--- config.mk ---
export PLATFORM = sky130hd
export DESIGN_NAME = pyc_rr_arbiter
export DESIGN_NICKNAME = d
export VERILOG_FILES = /design/src/rtl/pyc_rr_arbiter_pkg.sv /design/src/rtl/pyc_picker_onehot.sv /design/src/rtl/pyc_rr_arbiter.sv
export SDC_FILE = /design/constraint.sdc
export NUM_CORES = 1
export LEC_CHECK = 0
export CAP_MARGIN = 20
export CORE_AREA = 3 3 40 42
export DETAILED_ROUTE_END_ITERATION = 8
export DIE_AREA = 0 0 43 45
export PLACE_DENSITY = 0.42
export RECOVER_POWER = 25
export SLEW_MARGIN = 20
export SYNTH_ARGS = -nofsm -noshare
export SYNTH_HDL_FRONTEND = slang
export SYNTH_SLANG_ARGS = --single-unit
--- constraint.sdc ---
create_clock -name clk -period 1.55 [get_ports clk]
set_clock_uncertainty 0.05 [all_clocks]
set_input_delay 0.465 -clock clk [delete_from_list [all_inputs] [get_ports clk]]
set_output_delay 0.465 -clock clk [all_outputs]
set_load 0.005 [all_outputs]
--- src/rtl/pyc_rr_arbiter_pkg.sv ---
// Shared helpers for the round-robin arbiter slice.
// Holds no types: the arbiter keeps all of its parameters local.
package pyc_rr_arbiter_pkg;

  // Returns the search start that follows requester idx, wrapping from n-1 back to 0.
  function automatic int rr_next(input int idx, input int n);
    return (idx + 1 >= n) ? 0 : idx + 1;
  endfunction

endpackage

--- src/rtl/pyc_picker_onehot.sv ---
// One-hot payload selector: returns the in_data lane whose sel bit is set.
// Returns zero when sel is all-zero.
module pyc_picker_onehot #(
  parameter int WIDTH = 1,
  parameter int N     = 2
) (
  input  logic [N-1:0]            sel,
  input  logic [N-1:0][WIDTH-1:0] in_data,
  output logic [WIDTH-1:0]        out_data
);

  // AND-OR mux over the lanes; sel is one-hot, so at most one lane contributes.
  always_comb begin
    // NOTE: a default assignment ahead of the loop keeps every path assigned, so no latch is inferred.
    out_data = '0;
    for (int i = 0; i < N; i++) begin
      if (sel[i]) out_data = out_data | in_data[i];
    end
  end

endmodule

--- src/rtl/pyc_rr_arbiter.sv ---
// Round-robin N:1 arbiter with a one-deep registered output stage.
// Optional feature: define PYC_RR_ARB_LOCK_EN to add in_last and hold the grant
// on one requester until it sends its end-of-packet beat.
module pyc_rr_arbiter
  import pyc_rr_arbiter_pkg::*;
#(
  parameter int WIDTH = 1,
  parameter int N     = 2
) (
  input  logic                    clk,
  input  logic                    rst_n,
  input  logic [N-1:0]            in_valid,
  input  logic [N-1:0][WIDTH-1:0] in_data,
`ifdef PYC_RR_ARB_LOCK_EN
  input  logic [N-1:0]            in_last,
`endif
  output logic [N-1:0]            in_ready,
  output logic                    out_valid,
  output logic [WIDTH-1:0]        out_data,
  output logic [N-1:0]            out_grant,
  input  logic                    out_ready
);

  localparam int PW = $clog2(N);

  if (N < 2) begin : g_n_check
    $error("pyc_rr_arbiter: N must be at least 2");
  end

  logic [PW-1:0]    ptr;
  logic [N-1:0]     scan_grant;
  logic [PW-1:0]    scan_idx;
  logic [N-1:0]     grant;
  logic [PW-1:0]    grant_idx;
  logic             load;
  logic             xfer;
  logic [WIDTH-1:0] pick_data;

  // Rotating search from ptr; descending loop so the nearest valid requester is written last and wins.
  always_comb begin
    scan_grant = '0;
    scan_idx   = '0;
    for (int k = N - 1; k >= 0; k--) begin
      if (in_valid[(int'(ptr) + k) % N]) begin
        scan_grant = '0;
        scan_grant[(int'(ptr) + k) % N] = 1'b1;
        scan_idx   = PW'((int'(ptr) + k) % N);
      end
    end
  end

`ifdef PYC_RR_ARB_LOCK_EN
  logic          lock;
  logic [PW-1:0] owner_idx;

  // The packet owner is the last source captured, which the registered out_grant already records.
  always_comb begin
    owner_idx = '0;
    for (int i = 0; i < N; i++) begin
      if (out_grant[i]) owner_idx = PW'(i);
    end
  end

  // While a packet is open only its owner may be granted; otherwise use the rotating search.
  always_comb begin
    if (lock) begin
      grant     = in_valid & out_grant;
      grant_idx = owner_idx;
    end else begin
      grant     = scan_grant;
      grant_idx = scan_idx;
    end
  end

  // Lock opens on a non-last beat and closes on the owner's last beat.
  always_ff @(posedge clk or negedge rst_n) begin
    if (!rst_n)    lock <= 1'b0;
    else if (xfer) lock <= !in_last[grant_idx];
  end
`else
  assign grant     = scan_grant;
  assign grant_idx = scan_idx;
`endif

  // The output register may load when it is empty or being drained this cycle.
  assign load     = !out_valid || out_ready;
  assign in_ready = grant & {N{load}};
  assign xfer     = load && (|grant);

  pyc_picker_onehot #(
    .WIDTH (WIDTH),
    .N     (N)
  ) u_picker (
    .sel      (grant),
    .in_data  (in_data),
    .out_data (pick_data)
  );

  // Search pointer moves just past the served requester; with locking, only on the last beat.
  always_ff @(posedge clk or negedge rst_n) begin
    // NOTE: registers use non-blocking assignments so every flop samples the same pre-edge values.
    if (!rst_n) begin
      ptr <= '0;
    end else if (xfer) begin
`ifdef PYC_RR_ARB_LOCK_EN
      if (in_last[grant_idx]) ptr <= PW'(rr_next(int'(grant_idx), N));
`else
      ptr <= PW'(rr_next(int'(grant_idx), N));
`endif
    end
  end

  // Output stage: capture on a transfer, empty on a load without one, hold while stalled.
  always_ff @(posedge clk or negedge rst_n) begin
    if (!rst_n) begin
      out_valid <= 1'b0;
      out_data  <= '0;
      out_grant <= '0;
    end else if (load) begin
      if (xfer) begin
        out_valid <= 1'b1;
        out_data  <= pick_data;
        out_grant <= grant;
      end else begin
        out_valid <= 1'b0;
      end
    end
  end

endmodule

==> metrics list <==
- dfrtp_1 takes more of the synthesized area than any other cell.
* Number of non-filler instances in the completed layout: 60
- For this design the static power due to leakage is 0.245 nW.
* Count of endpoints failing setup in the final report: 2
- Max Clk Rate: 624 MHz
* Grt ovf: 0
* Largest net degree at the start of global routing: 6
- During I/O placement, the number of pins put on the boundary was 13.
- CTS built an H-tree with a depth of 1.
- The run finished, with violations left.
* Die span in y: 45 µm
- The via count of the first global-routing pass was 271.
* Final ANT Viol Nets: 0
- Sequential cell area fraction in the yosys report: 52.4%
- After clock tree synthesis, the clock-pin slew on the worst setup and hold paths is 0.05 ns.
- Relative to the synthesized area, the layout overhead comes to 109%.
- Number of nets in the layout: 53
- The first global-routing pass estimated 1190 µm of wire.
* Core region area: 1280 µm²
* Iteration count of the initial detailed-routing pass: 3
- Violations in the final reports: setup timing
- Area of all placed cells without fillers: 499 µm²
- Setup repair after global routing could not meet its margin everywhere.
* Number of CTS-inserted buffers: 3
* Total chip power: 0.476 mW
- Counting the fill cells in the layout gives 131.
- Commonest cells post-synth: 5 x dfrtp_1, 2 x a21o_2, 2 x inv_1, 2 x nand2b_1
- Violation count after the first detailed-route iteration: 2
- Type of the worst setup path: flop to output pin
- The number of nets handed over by synthesis was 27.
- Dividing the detail-routed wire length by the instance count gives 12.1 µm.
- Proportion of power drawn by flip-flops and latches: 34.8%
* EDFF count, synth: 0
- The final max-slew violation count is 0.
- Number of hold violations in the final report: 0
* TritonCTS sink count: 5
- In this run, synthesis produced a sequential element count of 5.
* Clock tree from TritonCTS: built
- Final WL: 727 µm
* Power density cells: 953 nW/µm²
* Max Root-Sink Buffers: 2
- Row generation in the floorplan step produced 13 rows.
* # placed instances: 49
- For the worst-skew pair, the clock arrives at the later sink with an insertion delay of 0.24 ns.
* Synth area leaders: dfrtp_1 52%, a21o_2 7.3%, nand2b_4 5.8%
- Max-cap violations in this run came to 0.
- Antenna violations before repair: 0
- The worst path uses 103% of the clock period.
* Number of synthesis warnings: 0
- Critical path data required time: 1.03 ns
- In the final layout, the share of cells above drive strength 1 is 57.8%.
- Internal Power: 0.356 mW
- Crit path time final: 1.60 ns
* Via count: 241
* Maximum vdd ir drop: 0.000642 V
- Initial core utilization: 18.6%
- Data arrival, critical path: 1.09 ns
- IO Port Bufs: 12
- The most used flip-flop cell after synthesis is dfrtp_1.
- Summed instance area of the synthesized netlist: 239 µm²
- In this run the tightest slew margin relative to its limit is 83.6%.
* Hold WC Path Type: flop to flop
* DRC violation count after routing: 0
- Synth async-reset ratio: 100%
- Unique cell type count in the Yosys netlist: 13
- Buffer cell driving the clock tree root: clkbuf_4
- Worst-Margin Slew: 0.246 ns
* Most common cell in the netlist: dfrtp_1
- Weighted congestion at the end of routability-driven global placement: 0.651
* Mapped Avg Cell Area: 11.9 µm²
- Net switching is 25.1% of the power.
- Global routing used 8.95% of the available tracks across all layers.
* Chip Width: 43 µm
- Final critical-path setup slack: -0.0533 ns
- The analysis attributes to net switching a power of 0.120 mW.
- Counting every instance in the synthesized netlist gives 20.
- Once placement finished, the instance area stood at 389 µm².
- In this run the worst path has a maximum fanout of 2.
- Before CTS, the worst setup slack after placement is -0.700 ns.
- Clock Power Share: 31.5%
* Critical Path Sink Type: output pin
- Startpoint class of the critical path: flop
- Diodes inserted: 0
- The die covers 1940 µm².
* Relative contribution of combinational cells to total power: 33.6%
- Of the post-synthesis cell area, the dominant cell type holds 52.4%.
- DR vias/cell: 4.02
## sequential cells by signal (all words and copies together) (netlist names)
name	flops
out_data	1
out_grant	2
out_valid	1
ptr	1
## worst max-delay path, stage by stage, from the launching register on
cell      delay, ns
dfrtp_1        0.40
nand2b_4       0.09
buf_6          0.09
and3_4         0.18
buf_6          0.09
## final timing paths
check,start,endpoint,slack (ns),cells past startpoint
min in group asynchronous,rst_n,ptr$_DFFE_PN0P_,0.47,1
hold / removal,out_grant[0]$_DFFE_PN0P_,out_grant[0]$_DFFE_PN0P_,0.43,1
max in group asynchronous,rst_n,out_grant[0]$_DFFE_PN0P_,0.77,1
setup reg to reg,out_valid$_DFFE_PN0P_,out_data$_DFFE_PN0P_,0.06,6
hold reg to reg,out_grant[0]$_DFFE_PN0P_,out_grant[0]$_DFFE_PN0P_,0.43,1
setup / recovery,out_valid$_DFFE_PN0P_,in_ready[0],-0.05,4
## through the flow
stage	utilization, %	hold WS [ns]	setup TNS, ns
floorplan	-	0.119	0
finish	38.9	0.426	-0.101
global route	38.9	0.451	-0.216
global placement	30.3	0.419	-1.94
detailed placement	30.3	0.425	-2.01
CTS	37.6	0.398	-0.0972
## repair_timing
| item | in CTS | in global routing |
|---|---|---|
| cloned | 0 | 0 |
| setup buffers | 11 | 0 |
| gates resized for setup | 27 | 4 |
| setup endpoints to repair | 7 | 3 |
| hold endpoints to repair | 0 | 0 |
| pin swaps | 2 | 1 |
| hold buffers | 0 | 0 |
## power groups by stage
| stage | combinational (mW) | clock (mW) | sequential, mW |
|---|---|---|---|
| finish | 0.160 | 0.150 | 0.166 |
| global route | 0.173 | 0.165 | 0.169 |
| CTS | 0.149 | 0.157 | 0.165 |
| detailed placement | 0.122 | 0 | 0.169 |
| global placement | 0.121 | 0 | 0.168 |
| floorplan | 0.0472 | 0 | 0.170 |
## routing by layer
layer	part of all wire [%]	wire length (µm)	GRT usage (%)	up-vias
met2	53	388	14.7	11
li1	-	-	-	116
met4	0	0	1.81	0
met5	0	0	0	-
met1	36	261	9.29	114
met3	11	77	6.77	0
## logic make-up after synthesis
logic type / Yosys count / synth area share, %
buffers and inverters: 3 / 7.85
AND/OR/NAND/NOR: 7 / 23.0
AO/OA/AOI/OAI: 5 / 16.8
flip-flops: 5 / 52.4
## area by class of cell
class	instances	area, µm²	area share [%]
repair buffers	22	204	40.9
flip-flops and latches	5	125	25.1
multi-input cells	12	115	23.1
clock buffers	4	26.3	5.26
well taps	15	18.8	3.76
inverters	2	10.0	2.01
## layout by cell type, fill, tap and decap left out
cell type and n:
buf_6 6, nand2b_1 1, clkbuf_1 1, dlygate4sd2_1 4
and3_4 1, or2_2 1, nand2_2 1, dfrtp_1 5
a221o_1 1, inv_1 1, a21boi_1 1, dlygate4sd3_1 1
clkbuf_4 3, clkdlybuf4s15_1 1, nand3_4 1, buf_2 1
inv_4 1, o21ai_1 1, a21o_2 2, clkdlybuf4s15_2 1
nand2b_4 2, clkdlybuf4s50_1 2, buf_4 6
No activity file was read; power rests on OpenSTA's default activity.
